<file path="src/rtl/fsk_demodulator.sv">
// fsk_demodulator: measures fsk_in tone periods and recovers bits; outputs tone, carrier_det, period_out, bit_out/bit_valid
module fsk_demodulator #(
  parameter int CNT_W       = 12,
  parameter int MIN_PERIOD  = 4,
  parameter int THRESH      = 20,
  parameter int LOSS_CYCLES = 64,
  parameter int ACQ_EDGES   = 4,
  parameter int BIT_CYCLES  = 192
) (
  input  logic             clk_in,
  input  logic             reset,
  input  logic             fsk_in,
  output logic             tone,
  output logic             carrier_det,
  output logic [CNT_W-1:0] period_out,
  output logic             bit_out,
  output logic             bit_valid
);
  localparam int AW = $clog2(ACQ_EDGES + 1);
  localparam logic [CNT_W-1:0] MIN_P   = CNT_W'(MIN_PERIOD);
  localparam logic [CNT_W-1:0] THR     = CNT_W'(THRESH);
  localparam logic [CNT_W-1:0] LOSS_M1 = CNT_W'(LOSS_CYCLES - 1);
  localparam logic [CNT_W-1:0] HALF    = CNT_W'(BIT_CYCLES / 2 - 1);
  localparam logic [CNT_W-1:0] FULL    = CNT_W'(BIT_CYCLES - 1);
  localparam logic [AW-1:0]    ACQ_END = AW'(ACQ_EDGES - 1);
  typedef enum logic [1:0] {IDLE, ACQ, TRACK} state_t;
  state_t state_q, state_d;
  logic s1_q, s2_q, s3_q;
  logic [CNT_W-1:0] pcnt_q, pcnt_d, period_q, period_d, baud_q, baud_d, cand;
  logic [AW-1:0] acq_q, acq_d;
  logic tone_q, tone_d, carrier_q, carrier_d, bit_out_q, bit_out_d, bit_valid_q, bit_valid_d;
  logic rise, accept, lost, measure, track, emit;
  always_comb begin
    rise        = s2_q & ~s3_q;
    cand        = (pcnt_q == '1) ? pcnt_q : pcnt_q + 1'b1;
    accept      = rise && cand >= MIN_P;
    lost        = state_q != IDLE && pcnt_q >= LOSS_M1 && !accept;
    pcnt_d      = accept ? '0 : cand;
    measure     = accept && state_q != IDLE;
    period_d    = measure ? cand : period_q;
    tone_d      = measure ? (cand < THR) : tone_q;
    acq_d       = (accept && state_q == IDLE) ? '0 : (accept && state_q == ACQ) ? acq_q + 1'b1 : acq_q;
    state_d     = lost ? IDLE :
                  (accept && state_q == IDLE) ? ACQ :
                  (accept && state_q == ACQ && acq_q == ACQ_END) ? TRACK : state_q;
    carrier_d   = state_d == TRACK;
    track       = state_q == TRACK && state_d == TRACK;
    emit        = track && baud_q == '0;
    baud_d      = (state_q == ACQ && state_d == TRACK) ? HALF :
                  !track ? baud_q :
                  (tone_d != tone_q) ? HALF :
                  emit ? FULL : baud_q - 1'b1;
    bit_valid_d = emit;
    bit_out_d   = emit ? tone_q : bit_out_q;
  end
  always_ff @(posedge clk_in or posedge reset)
    if (reset) begin
      s1_q        <= 1'b0;
      s2_q        <= 1'b0;
      s3_q        <= 1'b0;
      pcnt_q      <= '0;
      period_q    <= '0;
      baud_q      <= '0;
      acq_q       <= '0;
      state_q     <= IDLE;
      tone_q      <= 1'b0;
      carrier_q   <= 1'b0;
      bit_out_q   <= 1'b0;
      bit_valid_q <= 1'b0;
    end else begin
      s1_q        <= fsk_in;
      s2_q        <= s1_q;
      s3_q        <= s2_q;
      pcnt_q      <= pcnt_d;
      period_q    <= period_d;
      baud_q      <= baud_d;
      acq_q       <= acq_d;
      state_q     <= state_d;
      tone_q      <= tone_d;
      carrier_q   <= carrier_d;
      bit_out_q   <= bit_out_d;
      bit_valid_q <= bit_valid_d;
    end
  assign tone        = tone_q;
  assign carrier_det = carrier_q;
  assign period_out  = period_q;
  assign bit_out     = bit_out_q;
  assign bit_valid   = bit_valid_q;
endmodule

</file>
<file path="config.mk">
export PLATFORM = sky130hd
export DESIGN_NAME = fsk_demodulator
export DESIGN_NICKNAME = d
export VERILOG_FILES = /design/src/rtl/fsk_demodulator.sv
export SDC_FILE = /design/constraint.sdc
export NUM_CORES = 1
export LEC_CHECK = 0
export CORE_MARGIN = 2
export CORE_UTILIZATION = 52
export CTS_CLUSTER_SIZE = 16
export DETAILED_ROUTE_END_ITERATION = 8
export PLACE_DENSITY_LB_ADDON = 0.08
export RECOVER_POWER = 25
export SLEW_MARGIN = 40
export SYNTH_ARGS = -nofsm -noshare
export SYNTH_HDL_FRONTEND = slang
export SYNTH_SLANG_ARGS = --single-unit
</file>
<file path="constraint.sdc">
create_clock -name clk_in -period 2.47 [get_ports clk_in]
set_input_delay 0.3705 -clock clk_in [delete_from_list [all_inputs] [get_ports clk_in]]
set_output_delay 0.3705 -clock clk_in [all_outputs]
set_load 0.01 [all_outputs]
</file>
==> flow_summary.html <==
<table>
<tr><th>Metric</th><th>Value</th></tr>
<tr><th colspan="2">Routing</th></tr>
<tr><td>Detailed-route wire length per cell</td><td>14.75 µm</td></tr>
<tr><td>Vias/cell</td><td>5.439</td></tr>
<tr><td>Routed length on met1</td><td>2848 µm</td></tr>
<tr><td>Wire length after detailed routing</td><td>5886 µm</td></tr>
<tr><td>Vias</td><td>2170</td></tr>
<tr><td>Met2 routed wirelength</td><td>2697 µm</td></tr>
<tr><td>Count of routing violations after the opening detailed-route iteration</td><td>130</td></tr>
<tr><td>Top layer used by detailed routing</td><td>met4</td></tr>
<tr><td>DRC violation count after routing</td><td>0</td></tr>
<tr><td>Detailed-routed wire length on met3</td><td>247 µm</td></tr>
<tr><td>Number of optimization iterations in the first detailed-route pass</td><td>4</td></tr>
<tr><td>Remaining antenna violation count</td><td>0</td></tr>
<tr><th colspan="2">Clocking</th></tr>
<tr><td>Hold buffer count at CTS</td><td>0</td></tr>
<tr><td>Root buffer cell</td><td>sky130_fd_sc_hd__clkbuf_8</td></tr>
<tr><td>CTS sink cnt</td><td>48</td></tr>
<tr><td>Max clock buf depth</td><td>2</td></tr>
<tr><td>Clock tree from TritonCTS</td><td>done</td></tr>
<tr><td>H-tree level count</td><td>2</td></tr>
<tr><td>Cts bufs inserted</td><td>5</td></tr>
<tr><td>Insertion delay of the later-clocked pin in the worst-skew pair</td><td>0.31 ns</td></tr>
<tr><td>Post-CTS clock slew at the launch and capture registers of the worst setup and hold paths</td><td>0.08 ns</td></tr>
<tr><th colspan="2">Floorplanning</th></tr>
<tr><td>Count of standard-cell rows</td><td>25</td></tr>
<tr><td>Initial Utilization</td><td>0.5423</td></tr>
<tr><td>Io pins</td><td>19</td></tr>
<tr><td>Horizontal die dimension</td><td>74.18 µm</td></tr>
<tr><td>Floorplan die area</td><td>5503 µm²</td></tr>
<tr><td>Overall die height</td><td>74.18 µm</td></tr>
<tr><td>Area of the core</td><td>4723 µm²</td></tr>
<tr><th colspan="2">STA</th></tr>
<tr><td>Final-report max-slew violation count</td><td>0</td></tr>
<tr><td>Worst clock skew</td><td>0.009752 ns</td></tr>
<tr><td>Shortest period the worst path allows</td><td>2.641 ns</td></tr>
<tr><td>Top achievable clock speed</td><td>378.6 MHz</td></tr>
<tr><td>Final Cycle Share</td><td>1.069</td></tr>
<tr><td>RSZ-0062 raised after global routing</td><td>true</td></tr>
<tr><td>Post-route worst setup slack</td><td>-0.1714 ns</td></tr>
<tr><td>Fin. Hold Viols</td><td>0</td></tr>
<tr><td>Final number of setup-violating endpoints</td><td>13</td></tr>
<tr><td>Worst-margin pin slew</td><td>0.8284 ns</td></tr>
<tr><td>Post-Route Hold Slack</td><td>0.3577 ns</td></tr>
<tr><td>Worst slew margin relative to its limit</td><td>0.4477</td></tr>
<tr><th colspan="2">Logic synthesis</th></tr>
<tr><td>Area share of the largest cell type after synthesis</td><td>0.4690</td></tr>
<tr><td>Fraction of the yosys area taken by sequential cells</td><td>0.4690</td></tr>
<tr><td>Async set-or-reset flop fraction in the synthesized netlist</td><td>1.000</td></tr>
<tr><td>Post-Syn Area</td><td>2561 µm²</td></tr>
<tr><td>Synth cell types</td><td>60</td></tr>
<tr><td>Instance count of the mapped netlist</td><td>264</td></tr>
<tr><td>Number of warnings printed during yosys synthesis</td><td>0</td></tr>
<tr><td>Count of flip-flops with a built-in enable after synthesis</td><td>0</td></tr>
<tr><td>Cell taking the most area after synthesis</td><td>sky130_fd_sc_hd__dfrtp_1</td></tr>
<tr><td>Synth Flop Type</td><td>sky130_fd_sc_hd__dfrtp_1</td></tr>
<tr><td>Leading post-synthesis cells by cell area</td><td>sky130_fd_sc_hd__dfrtp_1, sky130_fd_sc_hd__nand2_1, sky130_fd_sc_hd__nor2_1, sky130_fd_sc_hd__o21ai_0, sky130_fd_sc_hd__o31ai_1</td></tr>
<tr><td>Synth Net Count</td><td>271</td></tr>
<tr><td>Post-synthesis sequential element count</td><td>48</td></tr>
<tr><td>Synth Area per Inst</td><td>9.702 µm²</td></tr>
<tr><th colspan="2">Pwr</th></tr>
<tr><td>Post-layout power</td><td>3.053 mW</td></tr>
<tr><td>IR Drop Worst-Case VDD</td><td>0.6498 mV</td></tr>
<tr><td>Cell area power density</td><td>882.9 nW/µm²</td></tr>
<tr><td>Standby leakage power</td><td>1.504 nW</td></tr>
<tr><th colspan="2">GRT</th></tr>
<tr><td>Vias in the first global route</td><td>1948</td></tr>
<tr><td>Pin count of the biggest net entering global routing</td><td>19</td></tr>
<tr><td>Overflow after GRT</td><td>0</td></tr>
<tr><td>Tot GR Track Use</td><td>0.2275</td></tr>
<tr><td>Antenna violations before repair</td><td>0</td></tr>
<tr><td>Global-route wire length before repair</td><td>9294 µm</td></tr>
<tr><th colspan="2">Critical path</th></tr>
<tr><td>Startpoint Class</td><td>flip-flop</td></tr>
<tr><td>Critical Path End Type</td><td>flip-flop</td></tr>
<tr><td>Data required, critical path</td><td>2.68 ns</td></tr>
<tr><td>Worst-path maximum fanout</td><td>5</td></tr>
<tr><td>WP data arrival</td><td>2.85 ns</td></tr>
<tr><td>Category of the most critical setup path</td><td>reg2reg</td></tr>
<tr><td>Worst-case register-to-register setup slack</td><td>-0.17 ns</td></tr>
<tr><th colspan="2">Worst hold path</th></tr>
<tr><td>Classification of the worst-slack hold path</td><td>reg2reg</td></tr>
<tr><th colspan="2">Finish</th></tr>
<tr><td>Share of cells above drive strength 1</td><td>0.3193</td></tr>
<tr><td>Number of antenna diodes</td><td>0</td></tr>
<tr><td>Top library cells by usage in the layout, fill and taps aside</td><td>sky130_fd_sc_hd__buf_4, sky130_fd_sc_hd__dfrtp_1, sky130_fd_sc_hd__nor2_1, sky130_fd_sc_hd__nand2_1</td></tr>
<tr><td>Final std cells w/o fill</td><td>399</td></tr>
<tr><td>Layout-stage area growth over the synthesis result</td><td>35.03%</td></tr>
<tr><td>Number of nets in the layout</td><td>338</td></tr>
<tr><td>Most frequent standard cell in the layout excluding fill and tap cells</td><td>sky130_fd_sc_hd__buf_4</td></tr>
<tr><th colspan="2">Status</th></tr>
<tr><td>Failing checks</td><td>negative setup slack</td></tr>
<tr><td>Outcome</td><td>complete, but fails checks</td></tr>
<tr><th colspan="2">Placement</th></tr>
<tr><td># port buffers</td><td>18</td></tr>
<tr><td>Post-placement setup slack</td><td>-0.1876 ns</td></tr>
<tr><td>Cell Count Post-Placement</td><td>387</td></tr>
<tr><td>Half-perimeter wire length after detailed placement</td><td>4213 µm</td></tr>
<tr><td>Routability congestion estimate from global placement</td><td>0.9377</td></tr>
<tr><th colspan="2">Job</th></tr>
<tr><td>Count of maximum capacitance violations</td><td>0</td></tr>
</table>
[final cells by class]
type,count,area (µm²)
Sequential cell,48,1201
Multi-Input combinational cell,192,1429
Inverter,10,42.54
Fill cell,345,1265
Tap cell,67,83.83
Timing Repair Buffer,74,611.8
Clock buffer,8,90.09
[cells in the mapped netlist, types with 3 or more instances]
cell type and number:
sky130_fd_sc_hd__ha_1 4, sky130_fd_sc_hd__clkbuf_1 6, sky130_fd_sc_hd__o21a_1 3, sky130_fd_sc_hd__nor4_1 6, sky130_fd_sc_hd__a21oi_1 6, sky130_fd_sc_hd__dfrtp_1 48, sky130_fd_sc_hd__o21ai_0 20, sky130_fd_sc_hd__xor2_1 3
sky130_fd_sc_hd__a21o_1 4, sky130_fd_sc_hd__or3_1 4, sky130_fd_sc_hd__nand2_1 29, sky130_fd_sc_hd__nor3_1 11, sky130_fd_sc_hd__o31ai_1 8, sky130_fd_sc_hd__and3_1 3, sky130_fd_sc_hd__nand3_1 10, sky130_fd_sc_hd__mux2i_1 5
sky130_fd_sc_hd__buf_2 4, sky130_fd_sc_hd__inv_1 9, sky130_fd_sc_hd__nor2_1 29
[what timing repair did]
action,4_1_cts,5_1_grt
resized for setup,14,17
setup endpoints to repair,15,31
gates cloned,0,0
setup buffers,2,2
pin swaps,12,2
[power by group]
group,switching (mW),internal [mW],leakage (nW)
clock network,0.258,0.229,0.0455
logic,0.722,0.666,0.829
registers,0.205,0.974,0.630
total,1.18,1.87,1.50
[state kept, by name, indices dropped and copies added, names as in the netlist]
register / count
baud_q: 12
pcnt_q: 12
period_out: 12
acq_q: 3
state_q: 2
bit_out: 1
bit_valid: 1
carrier_det: 1
s1_q: 1
s2_q: 1
s3_q: 1
tone: 1
[cells by family (layout without fill, tap and decap cells)]
group / count (synthesis) / after routing / synth area share
XOR/XNOR: 4 / 4 / 0.01368
AND/OR/NAND/NOR: 113 / 113 / 0.2325
multiplexers: 7 / 7 / 0.02833
adder cells (fa/ha/maj): 4 / 4 / 0.01954
AO/OA/AOI/OAI: 64 / 64 / 0.1920
buffers and inverters: 24 / 92 / 0.04494
flip-flops: 48 / 48 / 0.4690
[critical path, stage by stage (launching register included)]
cell and delay, ns:
sky130_fd_sc_hd__dfrtp_1 0.43, sky130_fd_sc_hd__ha_4 0.20, sky130_fd_sc_hd__nand3_4 0.08, sky130_fd_sc_hd__buf_4 0.15, sky130_fd_sc_hd__nor3_1 0.29, sky130_fd_sc_hd__o21a_1 0.23
sky130_fd_sc_hd__o2111ai_4 0.13, sky130_fd_sc_hd__or3_4 0.44, sky130_fd_sc_hd__a31oi_4 0.29, sky130_fd_sc_hd__nor3_2 0.07, sky130_fd_sc_hd__a311oi_2 0.24
[through the flow]
stage                     instance area [µm²]  TNS, ns  utilization
final                                    3458   -1.197       0.7322
after global routing                     3458   -4.294       0.7322
after CTS                                3366  -0.2873       0.7126
after detailed placement                 3197   -1.734       0.6768
after global placement                   3197   -1.077       0.6768
after floorplan                          2623  -0.7507            -
[worst paths after layout]
path,start,to,depth (start not counted)
setup / recovery,pcnt_q[0],baud_q[2],10
hold / removal,s1_q,s2_q,0
setup reg to reg,pcnt_q[0],baud_q[2],10
hold reg to reg,s1_q,s2_q,0
max in group asynchronous,reset,period_out[7],3
min in group asynchronous,reset,baud_q[7],2
[routing by layer]
| metal | vias up | global-route usage |
|---|---|---|
| met2 | 55 | 0.3353 |
| met3 | 8 | 0.05014 |
| met5 | - | 0 |
| li1 | 1082 | - |
| met1 | 1025 | 0.3258 |
| met4 | 0 | 0.09293 |
Note: power is estimated with default switching activity, not from simulation.
